<file path="config.mk">
export PLATFORM = sky130hd
export DESIGN_NAME = leaf_dispatch_rr_flat
export DESIGN_NICKNAME = d
export VERILOG_FILES = /design/src/rtl/leaf_dispatch_pkg.sv /design/src/rtl/leaf_dispatch_rr_if.sv /design/src/rtl/leaf_dispatch_fifo.sv /design/src/rtl/leaf_dispatch_rr.sv /design/src/flat_wrapper.sv
export SDC_FILE = /design/constraint.sdc
export NUM_CORES = 1
export LEC_CHECK = 0
export BUFFER_PORTS_ARGS = -buffer_cell sky130_fd_sc_hd__buf_4
export CORE_MARGIN = 2
export CORE_UTILIZATION = 50
export CTS_BUF_LIST = sky130_fd_sc_hd__clkbuf_16
export CTS_CLUSTER_SIZE = 20
export DETAILED_ROUTE_END_ITERATION = 8
export HOLD_SLACK_MARGIN = 0.1
export PLACE_DENSITY = 0.7
export SLEW_MARGIN = 20
export SYNTH_ARGS = -nofsm -noshare
export SYNTH_HDL_FRONTEND = slang
export SYNTH_SLANG_ARGS = --single-unit
</file>
<file path="constraint.sdc">
create_clock -name clk -period 13.4 [get_ports clk]
set_clock_uncertainty 0.05 [all_clocks]
set_input_delay 1.34 -clock clk [delete_from_list [all_inputs] [get_ports clk]]
set_output_delay 1.34 -clock clk [all_outputs]
set_load 0.005 [all_outputs]
</file>
<file path="src/rtl/leaf_dispatch_pkg.sv">
// Shared types, defaults and the round-robin search used by the leaf dispatcher.
// The search is sized for up to MAX_OUT channels; callers zero-extend their narrower vectors.
package leaf_dispatch_pkg;

    localparam int unsigned DEF_DATA_W  = 32;
    localparam int unsigned DEF_NUM_OUT = 5;
    localparam int unsigned DEF_DEPTH   = 4;
    localparam int unsigned DEF_CNT_W   = 16;

    localparam int unsigned MAX_OUT = 8;
    localparam int unsigned IDX_W   = 3;

    typedef enum logic {IDLE, OFFER} disp_state_t;

    // First enabled channel strictly after cur, wrapping at num_out; returns cur when none is enabled.
    function automatic logic [IDX_W-1:0] next_enabled(
        input logic [IDX_W-1:0]   cur,
        input logic [MAX_OUT-1:0] enable_mask,
        input int unsigned        num_out
    );
        logic [IDX_W-1:0] res;
        logic             found;
        int unsigned      idx;
        res   = cur;
        found = 1'b0;
        for (int unsigned i = 1; i <= MAX_OUT; i++) begin
            idx = (32'(cur) + i) % num_out;
            if (!found && (i <= num_out) && enable_mask[idx[IDX_W-1:0]]) begin
                res   = idx[IDX_W-1:0];
                found = 1'b1;
            end
        end
        return res;
    endfunction

endpackage

</file>
<file path="src/rtl/leaf_dispatch_rr_if.sv">
// Upstream valid/ready stream plus the per-channel leaf offer bus.
interface leaf_dispatch_rr_if #(
    parameter int unsigned DATA_W  = 32,
    parameter int unsigned NUM_OUT = 5
) ();

    logic               in_valid;
    logic               in_ready;
    logic [DATA_W-1:0]  in_data;
    logic [NUM_OUT-1:0] ch_enable;
    logic [NUM_OUT-1:0] out_valid;
    logic [NUM_OUT-1:0] out_ready;
    logic [DATA_W-1:0]  out_data;

    modport master (
        output in_valid, in_data, ch_enable, out_ready,
        input  in_ready, out_valid, out_data
    );

    modport slave (
        input  in_valid, in_data, ch_enable, out_ready,
        output in_ready, out_valid, out_data
    );

endinterface

</file>
<file path="src/rtl/leaf_dispatch_fifo.sv">
// Small synchronous FIFO with occupancy count; full is judged on the registered count,
// so a same-cycle pop never makes room for a push.
module leaf_dispatch_fifo #(
    parameter int unsigned DATA_W = 32,
    parameter int unsigned DEPTH  = 4,
    localparam int unsigned PTR_W = $clog2(DEPTH),
    localparam int unsigned CNT_W = PTR_W + 1
) (
    input  logic              clk,
    input  logic              rst_n,
    input  logic              flush,
    input  logic              push,
    input  logic [DATA_W-1:0] push_data,
    input  logic              pop,
    output logic [DATA_W-1:0] head,
    output logic [CNT_W-1:0]  count,
    output logic              full,
    output logic              empty
);

    logic [DATA_W-1:0] mem [DEPTH];
    logic [PTR_W-1:0]  wr_ptr;
    logic [PTR_W-1:0]  rd_ptr;
    logic              do_push;
    logic              do_pop;

    assign full    = (count == CNT_W'(DEPTH));
    assign empty   = (count == '0);
    assign do_push = push && !full;
    assign do_pop  = pop && !empty;
    assign head    = mem[rd_ptr];

    always_ff @(posedge clk or negedge rst_n) begin
        if (!rst_n) begin
            wr_ptr <= '0;
            rd_ptr <= '0;
            count  <= '0;
        end else if (flush) begin
            wr_ptr <= '0;
            rd_ptr <= '0;
            count  <= '0;
        end else begin
            if (do_push) wr_ptr <= wr_ptr + 1'b1;
            if (do_pop)  rd_ptr <= rd_ptr + 1'b1;
            count <= count + CNT_W'(do_push) - CNT_W'(do_pop);
        end
    end

    always_ff @(posedge clk) begin
        if (do_push && !flush) mem[wr_ptr] <= push_data;
    end

endmodule

</file>
<file path="src/rtl/leaf_dispatch_rr.sv">
// Buffers one upstream stream and offers each item to exactly one enabled leaf channel,
// rotating round-robin; keeps a wrapping count of completed transfers.
module leaf_dispatch_rr
    import leaf_dispatch_pkg::*;
#(
    parameter int unsigned DATA_W  = DEF_DATA_W,
    parameter int unsigned NUM_OUT = DEF_NUM_OUT,
    parameter int unsigned DEPTH   = DEF_DEPTH,
    parameter int unsigned CNT_W   = DEF_CNT_W,
    localparam int unsigned FC_W   = $clog2(DEPTH) + 1,
    localparam int unsigned TGT_W  = $clog2(NUM_OUT)
) (
    input  logic               clk,
    input  logic               rst_n,
    input  logic               flush,
    leaf_dispatch_rr_if.slave  bus,
    output logic [FC_W-1:0]    fifo_count,
    output logic [TGT_W-1:0]   target,
    output logic [CNT_W-1:0]   sent_count
);

    localparam logic [TGT_W-1:0] TGT_RST = TGT_W'(NUM_OUT - 1);

    disp_state_t        state;
    disp_state_t        state_nxt;
    logic [TGT_W-1:0]   target_nxt;
    logic [TGT_W-1:0]   cand;
    logic [IDX_W-1:0]   cur_ext;
    logic [IDX_W-1:0]   cand_ext;
    logic [MAX_OUT-1:0] mask_ext;
    logic [NUM_OUT-1:0] out_valid_q;
    logic [DATA_W-1:0]  head;
    logic               fifo_full;
    logic               fifo_empty;
    logic               any_en;
    logic               pop;

    leaf_dispatch_fifo #(
        .DATA_W (DATA_W),
        .DEPTH  (DEPTH)
    ) u_fifo (
        .clk       (clk),
        .rst_n     (rst_n),
        .flush     (flush),
        .push      (bus.in_valid),
        .push_data (bus.in_data),
        .pop       (pop),
        .head      (head),
        .count     (fifo_count),
        .full      (fifo_full),
        .empty     (fifo_empty)
    );

    assign bus.in_ready  = !fifo_full;
    assign bus.out_data  = head;
    assign bus.out_valid = out_valid_q;
    assign any_en        = |bus.ch_enable;
    assign pop           = (state == OFFER) && bus.out_ready[target];

    always_comb begin
        cur_ext                = '0;
        cur_ext[TGT_W-1:0]     = target;
        mask_ext               = '0;
        mask_ext[NUM_OUT-1:0]  = bus.ch_enable;
        cand_ext               = next_enabled(cur_ext, mask_ext, NUM_OUT);
        cand                   = cand_ext[TGT_W-1:0];
    end

    // out_valid is decoded from registered state so an async reset withdraws it at once.
    always_comb begin
        out_valid_q = '0;
        if (state == OFFER) out_valid_q[target] = 1'b1;
    end

    always_comb begin
        state_nxt  = state;
        target_nxt = target;
        case (state)
            IDLE: begin
                if (!fifo_empty && any_en) begin
                    state_nxt  = OFFER;
                    target_nxt = cand;
                end
            end
            OFFER: begin
                // Items remaining after this pop exclude a push landing on the same edge.
                if (pop) begin
                    if ((fifo_count > FC_W'(1)) && any_en) begin
                        target_nxt = cand;
                    end else begin
                        state_nxt = IDLE;
                    end
                end
            end
            default: state_nxt = IDLE;
        endcase
    end

    always_ff @(posedge clk or negedge rst_n) begin
        if (!rst_n) begin
            state      <= IDLE;
            target     <= TGT_RST;
            sent_count <= '0;
        end else if (flush) begin
            state      <= IDLE;
            target     <= TGT_RST;
        end else begin
            state      <= state_nxt;
            target     <= target_nxt;
            if (pop) sent_count <= sent_count + 1'b1;
        end
    end

endmodule

</file>
<file path="src/flat_wrapper.sv">
// flat-port wrapper written by rule: the top's interface ports become plain ports
module leaf_dispatch_rr_flat import leaf_dispatch_pkg::*;
#(
    parameter int unsigned DATA_W  = DEF_DATA_W,
    parameter int unsigned NUM_OUT = DEF_NUM_OUT,
    parameter int unsigned DEPTH   = DEF_DEPTH,
    parameter int unsigned CNT_W   = DEF_CNT_W,
    localparam int unsigned FC_W   = $clog2(DEPTH) + 1,
    localparam int unsigned TGT_W  = $clog2(NUM_OUT)
)
  (clk, rst_n, flush, fifo_count, target, sent_count, bus_in_valid, bus_in_data, bus_ch_enable, bus_out_ready, bus_in_ready, bus_out_valid, bus_out_data);
  leaf_dispatch_rr_if #(.DATA_W(DATA_W), .NUM_OUT(NUM_OUT)) bus_i ();
  input  logic clk;
  input  logic rst_n;
  input  logic flush;
  output logic [FC_W-1:0] fifo_count;
  output logic [TGT_W-1:0] target;
  output logic [CNT_W-1:0] sent_count;
  input wire logic [$bits(bus_i.in_valid)-1:0] bus_in_valid;
  input wire logic [$bits(bus_i.in_data)-1:0] bus_in_data;
  input wire logic [$bits(bus_i.ch_enable)-1:0] bus_ch_enable;
  input wire logic [$bits(bus_i.out_ready)-1:0] bus_out_ready;
  output wire logic [$bits(bus_i.in_ready)-1:0] bus_in_ready;
  output wire logic [$bits(bus_i.out_valid)-1:0] bus_out_valid;
  output wire logic [$bits(bus_i.out_data)-1:0] bus_out_data;
  assign bus_i.in_valid = bus_in_valid;
  assign bus_i.in_data = bus_in_data;
  assign bus_i.ch_enable = bus_ch_enable;
  assign bus_i.out_ready = bus_out_ready;
  assign bus_in_ready = bus_i.in_ready;
  assign bus_out_valid = bus_i.out_valid;
  assign bus_out_data = bus_i.out_data;
  leaf_dispatch_rr #(.DATA_W(DATA_W), .NUM_OUT(NUM_OUT), .DEPTH(DEPTH), .CNT_W(CNT_W)) u_core (.clk(clk), .rst_n(rst_n), .flush(flush), .bus(bus_i), .fifo_count(fifo_count), .target(target), .sent_count(sent_count));
endmodule
</file>
# Yosys cells after proc, flatten, opt, wreduce, memory -nomap -nowiden
# Memory sizes are Yosys's and may differ from the RTL's.
# Index checks and enable logic that the tools add are counted.
# Widths: inputs -> output; s select.
[classes]
n_addsub = 10
n_div = 5
magnitude_cmp = 8
n_eq_ne = 4
muxes = 41
n_bitwise = 2
reduce_logical = 24
[op_table]
columns = ["cell", "n"]
rows = [
  ["$mod 32x3->32 const B", 5],
  ["$mux 3", 10],
  ["$lt 3x4->1 const B", 6],
  ["$bmux 1 s3", 6],
  ["$mux 1", 17],
  ["$add 16x1->16 const B", 1],
  ["$logic_and 1x1->1", 11],
  ["$add 3x2->4 const B", 2],
  ["$add 3x3->4 const B", 2],
  ["$mux 2", 4],
  ["$logic_not 1->1", 7],
  ["$ne 3x3->1 const B", 2],
  ["$pmux 3 s2", 1],
  ["$mux 5", 1],
  ["$reduce_or 5->1", 1],
  ["$add 2x1->2 const B", 2],
  ["$add 3x1->4 const B", 1],
  ["$reduce_bool 2->1", 2],
  ["$add 3x1->3", 1],
  ["$demux 1 s3", 1],
  ["$eq 3x3->1 const B", 1],
  ["$ge 3x1->1 const B", 1],
  ["$gt 3x1->1 const B", 1],
  ["$logic_not 3->1", 1],
  ["6 further kinds", 7],
]
[totals]
register_bits = 27
ram_bits = 128
input_bits = 46
mem_count = 1
[memory_table]
columns = ["name", "depth", "width", "read_ports", "rd_clocked_by_memory_dff", "wr", "line_no", "source"]
rows = [
  ["u_core.u_fifo.mem", 4, 32, 1, 0, 1, "leaf_dispatch_fifo.sv:21", "logic [DATA_W-1:0] mem [DEPTH];"],
]

# Logic depth before layout (Yosys ltp)
# Gate-level depths: netlist (run 1).
[logic_depth]
depth_word = 21
depth_mapped = 20
mapped_depth_nobuf = 18

# Cells and area by module
# From an unflattened synthesis (run 1), not the netlist that was laid out.
[unflattened]
hier_cells = 554
area_unflattened_um2 = 8070.2
[by_module_without_submodules]
columns = ["mod", "instances", "cells_per_inst", "area_per_inst_um2", "seq_area_each_um2"]
rows = [
  ["leaf_dispatch_fifo", 1, 216, 5196.2, 4018.9],
  ["leaf_dispatch_rr", 1, 338, 2874.0, 501.7],
]

# Least setup slack after synthesis (run 1)
# No wires, ideal clock.
[synth_path]
kind = "register to register"
from = "register u_core.target[0]"
to = "register u_core.target[1]"
setup_time_ns = 0.119
arrival_time_ns = 4.793
required_time_ns = 13.231
slack_ns = 8.438
stages_incl_launch_ff = 21
path_buffers = 4
period_less_slack_ns = 4.962
cell_sequence = "dfrtp_1 buf_4 inv_1 clkbuf_1 ha_1 buf_2 inv_1 buf_2 ha_1 inv_1 ha_1 and4b_1 o211ai_1 o31a_2 mux2_4 a22o_1 o21ai_1 mux2_2 a21o_1 a221o_1 o21a_1"
[synth_via]
elab_chain_len = 21
word_cells_on_any_way = 47
[synth_rtl]
columns = ["item", "line_no", "source"]
rows = [
  ["start, declared", "leaf_dispatch_rr.sv:18", "output logic [TGT_W-1:0] target,"],
  ["start signal, assigned", "leaf_dispatch_rr.sv:109", "target <= target_nxt;"],
  ["$add 3x1->4", "leaf_dispatch_pkg.sv:27", "idx = (32'(cur) + i) % num_out;"],
  ["$mod 32x3->32", "leaf_dispatch_pkg.sv:27", ""],
  ["$bmux 1 s3", "leaf_dispatch_pkg.sv:28", "if (!found && (i <= num_out) && enable_mask[idx[IDX_W-1:0]]) begin"],
  ["$mux 1 (implied by the code)", "leaf_dispatch_pkg.sv:28", ""],
  ["$mux 1", "leaf_dispatch_pkg.sv:28", ""],
  ["$logic_not 1->1", "leaf_dispatch_pkg.sv:28", ""],
  ["$logic_and 1x1->1", "leaf_dispatch_pkg.sv:28", ""],
  ["$mux 1", "leaf_dispatch_pkg.sv:28", ""],
  ["[... 5 more ...]", "n/a", ""],
  ["$mux 1", "leaf_dispatch_pkg.sv:28", ""],
  ["$logic_not 1->1", "leaf_dispatch_pkg.sv:28", ""],
  ["$logic_and 1x1->1", "leaf_dispatch_pkg.sv:28", ""],
  ["$mux 3", "leaf_dispatch_pkg.sv:28", ""],
  ["$mux 3", "leaf_dispatch_rr.sv:88", "if ((fifo_count > FC_W'(1)) && any_en) begin"],
  ["$mux 3", "leaf_dispatch_rr.sv:87", "if (pop) begin"],
  ["$pmux 3 s2", "leaf_dispatch_rr.sv:78", "case (state)"],
  ["$mux 3", "leaf_dispatch_rr.sv:104", "end else if (flush) begin"],
]
# Several ways; a longest one is shown, not always the timed one. The select of a mux whose other input is x is not followed.
# A chain may end at the register's enable or synchronous reset.

# Final worst setup path (run 1)
# Same ends and word-level chain as after synthesis.

==> results of run 1 <==
## power by group
group	internal [mW]	total [mW]	leakage (nW)	switching, mW
logic	0.318	0.740	1.82	0.422
registers	0.561	0.587	1.52	0.0264
clock network	0.255	0.445	0.263	0.190
total	1.13	1.77	3.60	0.639
## placed cells by master, fill, tap and decap left out, types with 13 or more instances in the layout
cell | netlist | final
a21oi_1 | 20 | 20
clkbuf_16 | 0 | 17
mux2i_1 | 13 | 13
inv_1 | 29 | 32
edfxtp_1 | 128 | 128
nor2_1 | 36 | 36
ha_1 | 33 | 33
nand2_1 | 37 | 37
mux4_2 | 36 | 36
o21ai_0 | 16 | 16
dfrtp_1 | 26 | 25
xnor2_1 | 20 | 20
buf_4 | 1 | 109
## logic make-up after synthesis
kind of cell / after synthesis / share of synthesized area, %
adder cells (fa/ha/maj): 34 / 5.438
flip-flops: 155 / 56.78
AO/OA/AOI/OAI: 102 / 9.163
buffers and inverters: 55 / 2.766
XOR/XNOR: 28 / 3.410
multiplexers: 54 / 12.57
AND/OR/NAND/NOR: 151 / 9.870
## sequential cells by signal, summed over array words and instances (netlist names)
name	flops
u_core.sent_count	16
u_core.state	1
u_core.target	3
u_core.u_fifo.count	3
u_core.u_fifo.mem	128
u_core.u_fifo.rd_ptr	2
u_core.u_fifo.wr_ptr	2
## cells in the mapped netlist (2+ instances only)
| cell | number | area share, % |
|---|---|---|
| edfxtp_1 | 128 | 48 |
| nand2_1 | 37 | 1.7 |
| mux4_2 | 36 | 10 |
| nor2_1 | 36 | 1.7 |
| ha_1 | 33 | 5.2 |
| inv_1 | 29 | 1.4 |
| dfrtp_1 | 26 | 8.2 |
| a21oi_1 | 20 | 1.3 |
| xnor2_1 | 20 | 2.2 |
| o21ai_0 | 16 | 1.0 |
| clkbuf_1 | 14 | 0.66 |
| mux2i_1 | 13 | 1.6 |
| nor3_1 | 11 | 0.69 |
| and2_1 | 10 | 0.79 |
| nand3_1 | 10 | 0.63 |
| and3_1 | 8 | 0.63 |
| buf_2 | 8 | 0.50 |
| a211oi_1 | 7 | 0.66 |
| a211o_1 | 6 | 0.66 |
| nand2b_1 | 6 | 0.47 |
| xor2_1 | 6 | 0.66 |
| a21o_1 | 5 | 0.47 |
| nand4_1 | 5 | 0.39 |
| nor2b_1 | 5 | 0.39 |
| or3_1 | 5 | 0.39 |
| mux2_2 | 4 | 0.57 |
| o21ai_1 | 4 | 0.25 |
| o221ai_1 | 4 | 0.44 |
| a221o_1 | 3 | 0.38 |
| buf_1 | 3 | 0.14 |
| o2111ai_1 | 3 | 0.33 |
| o211ai_1 | 3 | 0.28 |
| o21a_1 | 3 | 0.28 |
| o22ai_1 | 3 | 0.24 |
| or2_2 | 3 | 0.24 |
| a21oi_2 | 2 | 0.22 |
| a22o_1 | 2 | 0.22 |
| a311oi_1 | 2 | 0.22 |
| a31oi_1 | 2 | 0.16 |
| and4_1 | 2 | 0.22 |
| and4b_1 | 2 | 0.25 |
| nand3b_1 | 2 | 0.19 |
| nor3b_1 | 2 | 0.19 |
## per-layer routing
metal | global-route usage (%) | wire (um) | vias up
met5 | 0 | 0 | -
met4 | 6.199 | 216 | 0
li1 | - | - | 2421
met3 | 4.387 | 974 | 17
met2 | 34.25 | 8397 | 164
met1 | 26.71 | 7405 | 2576
## worst max-delay path, cell delays in order, from the launching register on
cell,delay (ns)
dfrtp_1,0.33
buf_4,0.37
inv_1,0.41
ha_1,0.99
inv_1,0.52
ha_1,0.36
inv_1,0.05
ha_1,0.23
nand2b_1,0.20
o31ai_1,0.57
mux2i_1,0.21
a211o_1,0.31
o21ai_1,0.20
mux2_2,0.37
a21o_1,0.16
a221o_1,0.34
o21a_1,0.16
## final cells by class
class | count | area, um^2 | share of cell area [%]
Sequential cell | 155 | 4522 | 47.61
Tap cell | 216 | 270.3 | 2.845
Clock inverter | 15 | 127.6 | 1.344
Inverter | 29 | 108.9 | 1.146
Multi-Input combinational cell | 369 | 3226 | 33.96
Clock buffer | 17 | 425.4 | 4.479
Timing Repair Buffer | 109 | 818.3 | 8.615
## metrics by stage
step                std cells  hold WS [ns]  util [%]  setup slack (ns)
global route              910        0.4507     60.45             7.010
floorplan                 579        0.4177         -             8.438
global placement          878        0.4112     56.93             7.727
finish                    910        0.4335     60.45             7.447
detailed placement        878        0.4218     56.93             7.505
CTS                       910        0.4301     60.45             7.476
## how the worst max path moves through the flow
stage / startpoint / to / slack [ns] / cells past startpoint
detailed placement: u_core.target[0] / u_core.target[1] / 7.50 / 16
global route: u_core.target[0] / u_core.target[1] / 7.01 / 16
CTS: u_core.target[0] / u_core.target[1] / 7.48 / 16
floorplan: u_core.target[0] / u_core.target[1] / 8.44 / 20
finish: u_core.target[0] / u_core.target[1] / 7.45 / 16
global placement: u_core.target[0] / u_core.target[1] / 7.73 / 16
==> results_dict.tcl, run 1 <==
set metrics [dict create \
    synth_ff_type "edfxtp_1" \
    finalHoldViolCount 0 \
    grt_max_degree 38 \
    placementRows 46 \
    min_path_type "register to register" \
    wirelength_um 16990 \
    dpl.hpwl_um 11280 \
    start_util_pct 50.67 \
    holdCritStartpoint "u_core.sent_count[15]" \
    max_slew_margin_pct 41.28 \
    fin_tns_setup_ns 0 \
    reg2reg_from "u_core.target[0]" \
    r2r_slack_ns 7.45 \
    grt_pass1_wl_um 26480 \
    root_buffer "clkbuf_16" \
    place_congestion 0.8585 \
    post_dp_cell_area_um2 8945 \
    numCtsBuffers 17 \
    vias 5178 \
    port_buffers 105 \
    power_mw 1.773 \
    drv_slew 0 \
    ys_async_sr_fraction_pct 17.42 \
    coreArea_um2 15710 \
    status "complete, no violations" \
    crit_fanout 37 \
    stdcell_area_um2 9498 \
    die_area_um2 16950 \
    cts_buffer_depth 2 \
    hold_path_depth 1 \
    cts_hold_buf 0 \
    worstHoldEndpoint "u_core.sent_count[15]" \
    grt_pass1_vias 5287 \
    fillCellCount 1219 \
    startpoint_type "register" \
    postCtsSetupRepairBufs 0 \
    grt_overflow 0 \
    netlist_instances 579 \
    clk_pin_slew_ns 0.06 \
    r2r_end "u_core.target[1]" \
    syn_nets 659 \
    tightest_slew_ns 0.8808 \
    worstSkewPairLatency_ns 0.41 \
    htreeDepth 4 \
    syn_to_final_growth_pct 19.30 \
    chipHeight_um 130.2 \
    ys_ff_latch 155 \
    drt_iter0_markers 366 \
    track_usage_pct 20.36 \
    syn_avg_cell_area_um2 13.75 \
    route.detailed.drc 0 \
    first_pass_iters 4 \
    drv_cap 0 \
    min_period_over_period_pct 44.43 \
    die_x_um 130.2 \
    leakage_nw 3.605 \
    worstPathArrival_ns 6.21 \
    ys_types 73 \
    clock-sinks 155 \
    yosysWarnings 0 \
    rsz0062_at_grt "no" \
    yosysSeqAreaShare_pct 56.78 \
    wire_per_inst_um 18.67 \
    io_pins 106 \
    end_kind "register" \
    synth_edf_count 128 \
    cp_data_required_time_ns 13.66 \
    period_needed_ns 5.953 \
    setup_viol 0 \
    final_net_count 761 \
    ir_drop_mv 0.1121 \
    antenna_cells 0 \
    antenna_found_initial 0 \
    antenna_left 0 \
    viasPerCell 5.690 \
    fmax_mhz 168.0 \
    synthesis.area_um2 7961 \
    cts_tree "yes" \
    drive_gt1_share_pct 28.82 \
    r2r_cells 16 \
    power.density_nw_per_um2 186.6 \
    cts_resized 0 \
    path_class "register to register" \
]
No activity file was read; power rests on OpenSTA's default activity.
==> inputs of run 2 (changes only) <==
Settings changed: ABC_AREA from default to 1.
Clock period 13.4 ns to 6.2 ns, I/O delays scaled along.
==> results_dict.tcl, run 2 <==
set metrics [dict create \
    path_class "register to register" \
    synth_mux_area_share_pct 0.1448 \
    cts_resized 0 \
    route.detailed.drc 0 \
    max_slew_margin_pct 27.74 \
    fmax_mhz 226.4 \
    share_comb_of_total_power_pct 49.9 \
    end_kind "register" \
    synthAdderAreaFrac_pct 5.565 \
    post_dp_cell_area_um2 8722 \
    synthTopCellsByArea "edfxtp_1 (49%), dfrtp_1 (8.4%), ha_1 (5.3%)" \
    drt_iter0_markers 319 \
    largestRegisters "u_core.u_fifo.mem x128, u_core.sent_count x16" \
    yosysSeqAreaShare_pct 58.11 \
    wirelength_um 17080 \
    hold_path_depth 2 \
    viasPerCell 5.443 \
    r2r_slack_ns 1.78 \
    top_register "u_core.u_fifo.mem" \
    status "complete, no violations" \
    path_buf_inv 2 \
    layout_common_cells "edfxtp_1 (128), buf_4 (105), nand2_1 (100)" \
    layout_commonest_cell "edfxtp_1" \
    dpl.hpwl_um 11030 \
    drv_slew 0 \
    wire_per_inst_um 16.23 \
    syn_avg_cell_area_um2 10.36 \
    clk_pin_slew_ns 0.06 \
    cp_data_required_time_ns 6.50 \
    port_buffers 105 \
    syn_to_final_growth_pct 19.40 \
    antenna_found_initial 0 \
    grt_pass1_vias 5823 \
    worstSkewPairLatency_ns 0.41 \
    root_buffer "clkbuf_16" \
    clockPowerShare_pct 20.9 \
    rsz0062_at_grt "no" \
    stdcell_area_um2 9288 \
    synth_ff_type "edfxtp_1" \
    synth_compound_area_share_pct 9.940 \
    synth.most_common_cell "edfxtp_1" \
    crit_fanout 20 \
    ys_async_sr_fraction_pct 17.42 \
    ys_types 45 \
    yosys.area.top_type_share_pct 49.41 \
    endpoint "u_core.target[1]" \
    min_period_over_period_pct 71.25 \
    cts_buffer_depth 2 \
    critical-path-slowest-cell "dfrtp_1" \
    antenna_left 0 \
    switching_share_pct 42.97 \
    start_util_pct 51.17 \
    yosys-top-cells-count "edfxtp_1 (128), nand2_1 (100), nor2_1 (97)" \
    leakage_nw 3.911 \
    antenna_cells 0 \
    fin_tns_setup_ns 0 \
    track_usage_pct 21.59 \
    final_net_count 931 \
    drv_cap 0 \
    path_depth 23 \
    synth_xor_area_share_pct 2.767 \
    numCtsBuffers 17 \
    finalHoldViolCount 0 \
    r2r_cells 23 \
    p_int_mw 2.609 \
    grt_pass1_wl_um 27710 \
    syn_nets 831 \
    period_needed_ns 4.418 \
    synthSimpleGateAreaFrac_pct 18.21 \
    r2r_end "u_core.target[1]" \
    place_congestion 0.8897 \
    first_pass_iters 5 \
    min_path_type "input pin to register" \
    dp.cells 1019 \
    ys_ff_latch 155 \
    largest_register_ff_count 128 \
    startpoint "u_core.target[0]" \
    clock-sinks 155 \
    synth_area_leader_cell "edfxtp_1" \
    power.density_nw_per_um2 492.5 \
    setup_viol 0 \
    cts_tree "yes" \
    placementRows 45 \
    ir_drop_mv 0.2601 \
    worstPathArrival_ns 4.71 \
    critPathTopFamily "simple AND/OR/NAND/NOR gates" \
    die_x_um 128.7 \
    cp_slowest_stage_delay_ns 0.84 \
    path_cells "inv_2 -> ha_1 -> inv_1 -> ha_1 -> nor2_1 -> nand3_2 -> nand2_1 -> nand2_1 -> nand3_1 -> nand2_2 -> nand2_1 -> nand2_1 -> nand2_2 -> nand2_1 -> nand3_1 -> nand2_1 -> nor2_4 -> nand4_1 -> nand3_1 -> nand3_1 -> nand2_1 -> nand2_1 -> nand2_1" \
    p_seq_share_pct 29.3 \
    startpoint_type "register" \
    synth_top_family_by_area "simple AND/OR/NAND/NOR gates" \
    htreeDepth 4 \
    postCtsSetupRepairBufs 0 \
    die_area_um2 16570 \
    chipHeight_um 128.7 \
    grt_max_degree 67 \
    synth_edf_count 128 \
    drive_gt1_share_pct 22.69 \
    io_pins 106 \
    whs_ns 0.3468 \
    reg2reg_from "u_core.target[0]" \
    grt_overflow 0 \
    path_common_cell "nand2_1" \
    yosysWarnings 0 \
    netlist_instances 751 \
    synthesis.area_um2 7779 \
    vias 5726 \
    tightest_slew_ns 1.081 \
    final_cells 1052 \
    power.switching_mw 1.966 \
    coreArea_um2 15200 \
]
run 2: cell types whose count changed after synthesis, sizes merged, moves of 29 or more:
cell / delta
inv: +48
mux4: -36
nand2: +80
nor2: +70
o22ai: +29
o21ai: +63
nand3: +49
run 2: through the flow:
step	setup slack [ns]	total power, mW	utilization [%]
3_3_place_gp	2.021	3.530	57.37
4_1_cts	1.811	4.573	61.06
3_5_place_dp	1.840	3.615	57.37
2_1_floorplan	2.735	3.036	-
5_1_grt	1.156	4.945	61.09
6_report	1.782	4.575	61.09
run 2: kinds of logic (layout without fill, tap and decap cells):
kind of cell	after synthesis	after routing
flops	155	155
buf+inv	103	216
mux	1	1
fa+ha+maj	34	34
xor+xnor	22	22
compound gates	137	137
simple gates	299	299
run 2: power by group through the flow:
stage / Combinational [mW] / Clock (mW) / Sequential (mW)
floorplan: 1.74 / 0 / 1.30
global placement: 2.18 / 0 / 1.35
detailed placement: 2.26 / 0 / 1.36
CTS: 2.27 / 0.965 / 1.34
global route: 2.58 / 1.01 / 1.35
finish: 2.28 / 0.954 / 1.34
run 2: worst reg2reg max path, cell delays in order (launching register included):
cell and delay, ns:
dfrtp_1 0.84, inv_2 0.31, ha_1 0.64, inv_1 0.27
ha_1 0.29, nor2_1 0.16, nand3_2 0.12, nand2_1 0.11
nand2_1 0.07, nand3_1 0.12, nand2_2 0.10, nand2_1 0.08
nand2_1 0.09, nand2_2 0.12, nand2_1 0.06, nand3_1 0.07
nand2_1 0.08, nor2_4 0.22, nand4_1 0.19, nand3_1 0.12
nand3_1 0.07, nand2_1 0.08, nand2_1 0.05, nand2_1 0.05
run 2: area by class of cell:
class | count | area [um^2]
Clock buffer | 17 | 425.4
Clock inverter | 15 | 125.1
Fill cell | 1233 | 5914
Inverter | 78 | 299.0
Multi-Input combinational cell | 493 | 2879
Sequential cell | 155 | 4526
Tap cell | 188 | 235.2
Timing Repair Buffer | 106 | 798.3
run 2: layer usage:
metal / wire (um) / up-vias / GRT usage, %
li1: - / 2779 / -
met1: 7064 / 2771 / 25.21
met2: 8738 / 153 / 38.10
met3: 920 / 23 / 5.696
met4: 353 / 0 / 8.440
met5: 0 / - / 0
run 2: how the worst min path moves through the flow:
stage / startpoint / to / slack [ns]
5_1_grt: flush / u_core.u_fifo.count[2] / 0.33
3_3_place_gp: u_core.sent_count[15] / u_core.sent_count[15] / 0.41
3_5_place_dp: u_core.sent_count[15] / u_core.sent_count[15] / 0.42
6_report: flush / u_core.u_fifo.count[0] / 0.35
4_1_cts: flush / u_core.u_fifo.count[0] / 0.33
2_1_floorplan: rst_n / u_core.sent_count[0] / 0.27
run 2: repair_timing:
item	4_1_cts	5_1_grt
hold buffers	1	0
endpoints found under the hold margin	26	0
setup endpoints to repair	0	0
